File: config.mk
export PLATFORM = sky130hd
export DESIGN_NAME = otter_dmem_bridge
export DESIGN_NICKNAME = d
export VERILOG_FILES = /design/src/rtl/otter_dmem_bridge.sv
export SDC_FILE = /design/constraint.sdc
export NUM_CORES = 1
export LEC_CHECK = 0
export CORE_AREA = 2 2 91 128
export CTS_BUF_LIST = sky130_fd_sc_hd__clkbuf_16
export DETAILED_ROUTE_END_ITERATION = 16
export DIE_AREA = 0 0 93 130
export PLACE_DENSITY = 0.78
export SLEW_MARGIN = 20
export SYNTH_ARGS = -nofsm -noshare
export SYNTH_HDL_FRONTEND = slang
export SYNTH_SLANG_ARGS = --single-unit
File: constraint.sdc
create_clock -name i_clk -period 3.7 [get_ports i_clk]
set_input_delay 0.74 -clock i_clk [delete_from_list [all_inputs] [get_ports i_clk]]
set_output_delay 0.74 -clock i_clk [all_outputs]
set_load 0.1 [all_outputs]
File: src/rtl/otter_dmem_bridge.sv
// otter_dmem_bridge: single-transaction Wishbone-classic master for the OTTER
// MEM stage. Takes an aligned word request, runs one bus cycle, stalls the core
// until ack/err, then presents the raw read word and an error flag for one
// cycle (DONE).
// Optional feature macro: OTTER_DMEM_TIMEOUT_EN -- when defined, a wait counter
// aborts a bus cycle after TIMEOUT_CYCLES cycles without ack/err.
module otter_dmem_bridge #(
  parameter int unsigned TIMEOUT_CYCLES = 255
) (
  input  logic        i_clk,
  input  logic        i_rst,
  input  logic        i_req_valid,
  input  logic        i_req_we,
  input  logic [3:0]  i_req_sel,
  input  logic [31:0] i_req_addr,
  input  logic [31:0] i_req_w_data,
  output logic        o_stall,
  output logic [31:0] o_r_data,
  output logic        o_err,
  output logic        o_wb_cyc,
  output logic        o_wb_stb,
  output logic        o_wb_we,
  output logic [3:0]  o_wb_sel,
  output logic [31:0] o_wb_adr,
  output logic [31:0] o_wb_dat,
  input  logic [31:0] i_wb_dat,
  input  logic        i_wb_ack,
  input  logic        i_wb_err
);

  typedef enum logic [1:0] {
    S_IDLE = 2'd0,
    S_BUS  = 2'd1,
    S_DONE = 2'd2
  } state_t;

  state_t      state_q;
  logic        wb_cyc_q;
  logic        wb_we_q;
  logic [3:0]  wb_sel_q;
  logic [31:0] wb_adr_q;
  logic [31:0] wb_dat_q;
  logic [31:0] r_data_q;
  logic        err_q;
  logic        timeout_hit;

  // The low address bits are byte offsets already folded into the lane select.
  logic unused_addr_lsb;
  assign unused_addr_lsb = ^i_req_addr[1:0];

`ifdef OTTER_DMEM_TIMEOUT_EN
  localparam int unsigned CNT_W = $clog2(TIMEOUT_CYCLES + 1);
  localparam logic [CNT_W-1:0] WAIT_LAST = CNT_W'(TIMEOUT_CYCLES - 1);

  logic [CNT_W-1:0] wait_q;
  logic [CNT_W-1:0] wait_d;

  // Wait counter next value and terminal-cycle detect.
  assign wait_d      = wait_q + 1'b1;
  assign timeout_hit = (wait_q == WAIT_LAST);
`else
  // Without the timeout the bus cycle waits indefinitely for ack/err.
  logic unused_timeout_param;
  assign unused_timeout_param = ^TIMEOUT_CYCLES;
  assign timeout_hit          = 1'b0;
`endif

  // Pipeline is held while a request is pending and its result is not yet shown.
  assign o_stall = i_req_valid & (state_q != S_DONE);

  assign o_wb_cyc = wb_cyc_q;
  assign o_wb_stb = wb_cyc_q;
  assign o_wb_we  = wb_we_q;
  assign o_wb_sel = wb_sel_q;
  assign o_wb_adr = wb_adr_q;
  assign o_wb_dat = wb_dat_q;
  assign o_r_data = r_data_q;
  assign o_err    = err_q;

  // Bridge FSM with registered bus and result outputs.
  // NOTE: non-blocking assignments so every branch reads pre-edge register values.
  always_ff @(posedge i_clk or posedge i_rst) begin
    if (i_rst) begin
      state_q  <= S_IDLE;
      wb_cyc_q <= 1'b0;
      wb_we_q  <= 1'b0;
      wb_sel_q <= 4'b0;
      wb_adr_q <= 32'b0;
      wb_dat_q <= 32'b0;
      r_data_q <= 32'b0;
      err_q    <= 1'b0;
`ifdef OTTER_DMEM_TIMEOUT_EN
      wait_q   <= '0;
`endif
    end else begin
      case (state_q)
        S_IDLE: begin
          if (i_req_valid) begin
            if (i_req_sel != 4'b0) begin
              wb_cyc_q <= 1'b1;
              wb_we_q  <= i_req_we;
              wb_sel_q <= i_req_sel;
              wb_adr_q <= {i_req_addr[31:2], 2'b00};
              wb_dat_q <= i_req_w_data;
`ifdef OTTER_DMEM_TIMEOUT_EN
              wait_q   <= '0;
`endif
              state_q  <= S_BUS;
            end else begin
              // An empty lane select can never complete on the bus.
              err_q    <= 1'b1;
              r_data_q <= 32'b0;
              state_q  <= S_DONE;
            end
          end
        end
        S_BUS: begin
          if (i_wb_err) begin
            wb_cyc_q <= 1'b0;
            err_q    <= 1'b1;
            r_data_q <= 32'b0;
            state_q  <= S_DONE;
          end else if (i_wb_ack) begin
            wb_cyc_q <= 1'b0;
            err_q    <= 1'b0;
            r_data_q <= wb_we_q ? 32'b0 : i_wb_dat;
            state_q  <= S_DONE;
          end else if (timeout_hit) begin
            wb_cyc_q <= 1'b0;
            err_q    <= 1'b1;
            r_data_q <= 32'b0;
            state_q  <= S_DONE;
          end else begin
`ifdef OTTER_DMEM_TIMEOUT_EN
            wait_q   <= wait_d;
`endif
          end
        end
        S_DONE: begin
          state_q <= S_IDLE;
        end
        default: begin
          state_q  <= S_IDLE;
          wb_cyc_q <= 1'b0;
        end
      endcase
    end
  end

endmodule

==> Word-level counts from Yosys, hierarchy flattened <==
Index checks and enable logic that the tools add are counted.
{ "totals": {"elab_cells": 44, "register_bits": 103, "inputBits": 106, "output_inout_bits": 105} }
{ "classes": {"n_eq_ne": 7, "n_reduce_logical": 7, "n_mux": 20, "n_bitwise": 2} }
{ "op_table": {"columns": ["operator", "n"], "rows": [
  ["$mux W32", 5],
  ["$pmux W32 S2", 1],
  ["$mux W2", 4],
  ["$ne A2 B2 Y1 const B", 4],
  ["$reduce_and A4 Y1", 2],
  ["$mux W1", 7],
  ["$pmux W2 S2", 1],
  ["$reduce_bool A4 Y1", 1],
  ["$ne A3 B3 Y1 const B", 1],
  ["$pmux W1 S3", 1],
  ["$reduce_and A3 Y1", 1],
  ["$eq A2 B1 Y1 const B", 1],
  ["$eq A2 B2 Y1 const B", 1],
  ["$logic_not A2 Y1", 1],
  ["$pmux W1 S2", 1],
  ["$reduce_and A2 Y1", 1],
  ["$reduce_bool A2 Y1", 1],
  ["$and A1 B1 Y1", 1],
  ["$not A1 Y1", 1]
]} }

==> Depth between registers and ports, before layout <==
{ "logic_depth": {"depth_word": 4, "ltp_mapped": 6, "ltp_nobuf": 3} }

==> Worst setup path before layout <==
No wires, ideal clock.
{ "synth_path": {"path_type": "input to register", "startpoint": "input port i_req_sel[0]", "endpoint": "register wb_dat_q[0] (netlist: o_wb_dat[0])", "cell_stages": 6, "n_path_buf": 3, "setup_time_ns": 0.125, "setup_slack_ns": 1.492, "required_ns": 3.575, "arrival_ns": 2.082, "cell_sequence": "or4_4 > nand2b_4 > buf_6 > buf_6 > buf_8 > mux2_4"} }
{ "synth_between": {"elab_chain_cells": 2} }
{ "synth_lines": {"columns": ["element", "line", "rtl"], "rows": [
  ["start, declared", "14", "input logic [3:0] i_req_sel,"],
  ["$reduce_bool A4 Y1", "99", "if (i_req_sel != 4'b0) begin"],
  ["$reduce_and A3 Y1 (no source line)", null, null],
  ["end signal, assigned", "104", "wb_dat_q <= i_req_w_data;"],
  ["end, declared", "42", "logic [31:0] wb_dat_q;"]
]} }
Every way passes these cells.
A chain may end at the register's enable or synchronous reset.

==> Worst setup path after layout <==
{ "layout_path": {"startpoint": "register wb_we_q (netlist: o_wb_we)", "endpoint": "output port o_wb_we"} }
{ "layout_lines": {"columns": ["element", "line", "rtl"], "rows": [
  ["start, declared", "39", "logic wb_we_q;"],
  ["start signal, assigned", "101", "wb_we_q <= i_req_we;"],
  ["end, declared", "22", "output logic o_wb_we,"]
]} }
No word-level cell between the ends.

==> metrics.md <==
| Metric | Value |
|---|---|
| Fin crit share | 71.7% |
| Antenna cells | 0 |
| Hold Buf Count CTS | 0 |
| H-Tree Depth | 3 |
| GRT Total Usage | between 10% and 20% |
| WL final | 10.6 mm |
| Vias/cell | 4.55 |
| Total Negative Setup Slacks | 0 ns |
| Crit path capture type | primary output |
| Die area | ~12000 um^2 |
| Max Freq | between 300 and 400 MHz |
| Antenna violations before repair | 0 |
| Hold violation count in the final report | 0 |
| Top Ports | roughly 210 |
| Clock skew | 0.0102 ns |
| Crit start category | register |
| CTS tree | done |
| Area share of and/or/nand/nor cells after synthesis | 4.32% |
| Final min period | 2.65 ns |
| Slowest cell on the critical path | clkdlybuf4s50_1 |
| Post-synthesis sequential area ratio | 60.6% |
| First-pass GRT wire length | 16.2 mm |
| Main combinational cell family by area after synthesis | multiplexers |
| Storage cell area | 2580 um^2 |
| Fillers | a little over 900 |
| Critical path's top delay family | buffers and inverters |
| Ys Warns | 0 |
| HP Class | reg2reg |
| IO Port Bufs | 206 |
| Mapped Cells | 302 |
| Actual slew at the worst max-slew pin | 1.03 ns |
| RSZ-0062 raised after global routing | no |
| DP HPWL | 7.89 mm |
| CP bufs+invs | 1 |
| Chip width | 93 um |
| Number of unique standard cell types used by synthesis | 25 |
| Number of max-slew violations in the final report | 0 |
| Rows | 46 |
| Clock buffer count from CTS | 9 |
| Residual DRC | 0 |
| Post-CTS resize count | 0 |
| Post-Syn Area | about 4300 um^2 |
| Post-synthesis adder-cell area fraction | 0% |
| Post-route antenna net violation count | 0 |
| Share of cells above drive strength 1 | 18.1% |
| FF+latch count, synth | 103 |
| Leading cell type in the layout, fill and taps excluded | clkdlybuf4s50_1 |
| Later-pin clock latency in the skew report | between 0.3 and 0.4 ns |
| Most frequent cells in the layout | clkdlybuf4s50_1 (205), dfrtp_1 (103), mux2_2 (48) |
| Worst-path fanout max | 3 |
| Syn Area/Cell | 14.1 um^2 |
| Crit path required time | between 2 and 3 ns |
| Final Setup Violations | 0 |
| Nets@finish | 614 |
| Clk slew on worst S/H paths | about 0.060 ns |
| DRT iter0 DRCs | 61 |
| Slew HR | a little under a third |
| Initial Utilization | 38.5% |
| Area of the multi-input gates | 1410 um^2 |
| Critical path cell sequence | clkdlybuf4s50_1 |
| Total clock sinks | about 100 |
| Avg WL per Cell | 16.1 um |
| Synth Area in XOR/XNOR | 0% |
| Die height | approximately 130 um |
| Compound-Gate Fraction of Synth Area | 1.47% |
| Core outline area | 11100 um^2 |
| Largest net degree at the start of global routing | 56 |
| Buffer count from post-CTS setup fixing | 0 |
| Area growth syn-to-layout | 57.7% |
| Via count | approximately 3000 |
| GRT overflow | 0 |
| Root Driver | clkbuf_16 |
| Max-capacitance violation count | 0 |
| Clock Path Buffers | 2 |
| Vias in the first global route | 3186 |
| Critical path class | reg2out |
| Status | complete, no violations |
| CP max stage delay | 1.18 ns |
| Detailed Routing Iterations Pass 1 | 4 |
| Mux cell area share after synthesis | 26.9% |
| CP arrival | 1.91 ns |
| RD Place Congestion | 0.782 |
[worst register-to-register path, delay by kind of cell, from the launching register on]
family	cells	cell delay, ns
buffers and inverters	1	0.27
DFF	1	0.42
muxes	1	0.34
and+or+nand+nor	2	0.75
[kinds of logic after synthesis]
group / count (synthesis)
AOI/OAI and AO/OA: 7
muxes: 99
buffers and inverters: 52
and+or+nand+nor: 40
DFF: 103
other: 1
[synthesized netlist by cell type]
master	instances	area share [%]
clkbuf_1	3	0.26
mux2_4	19	6.7
a31oi_1	1	0.15
o21a_1	1	0.18
mux2i_1	32	7.5
o31ai_1	1	0.18
mux2_2	48	13
nor4b_1	1	0.21
buf_8	2	0.71
o21ai_0	1	0.12
nand2b_4	1	0.32
nand2b_1	1	0.15
or4_4	1	0.26
nor2_1	2	0.18
dfrtp_1	103	61
conb_1	1	0.088
buf_4	7	1.2
o22ai_4	1	0.47
buf_6	5	1.3
nand2_1	32	2.8
inv_1	35	3.1
o31a_1	1	0.21
o211ai_1	1	0.18
or3b_4	1	0.26
nand3_1	1	0.12
[layer usage]
| metal | share of wire (%) | track usage, % | routed length, um |
|---|---|---|---|
| met1 | 37 | 19.4 | 3920 |
| met2 | 54 | 30.8 | 5680 |
| met3 | 6.1 | 4.79 | 642 |
| met4 | 3.1 | 8.82 | 324 |
| met5 | 0 | 0 | 0 |
[sequential cells by signal, indices dropped and copies added (netlist names)]
| signal | cells |
|---|---|
| o_wb_sel | 4 |
| o_wb_dat | 32 |
| state_q | 2 |
| o_wb_we | 1 |
| o_wb_adr | 30 |
| o_r_data | 32 |
| o_wb_cyc | 1 |
| o_err | 1 |
[path summary, 6_finish.rpt]
path	start	to	slack, ns	cells after the start
min	o_wb_dat[31]	o_wb_dat[31]	0.50	1
min reg2reg	o_wb_dat[31]	o_wb_dat[31]	0.50	1
max	o_wb_we	o_wb_we	1.05	1
max in group asynchronous	i_rst	state_q[0]	2.12	3
min in group asynchronous	i_rst	o_wb_adr[10]	0.83	2
max reg2reg	state_q[0]	o_wb_dat[24]	1.81	4
[layout make-up]
type,count,area share [%]
Clock buffer,9,3.36
Clock inverter,7,0.988
Timing Repair Buffer,211,31.6
Multi-Input combinational cell,148,21.0
Tap cell,144,2.68
Sequential cell,103,38.4
Inverter,35,1.99
[per-stage QoR]
step                      utilization, %  std cells  instance area, um^2  worst slack, ns  hold slack, ns
after CTS                           60.7        657                 6710             1.02           0.508
final                               60.7        657                 6710             1.05           0.504
after floorplan                        -        303                 4260            0.256           0.496
after global routing                60.7        657                 6710            0.991           0.513
after global placement              58.1        641                 6420            0.823           0.485
after detailed placement            58.1        641                 6420            0.806           0.492
Power is left out: the tool's default activity adds up to more than one toggle a clock period on the data nets, which glitch-free logic cannot reach.
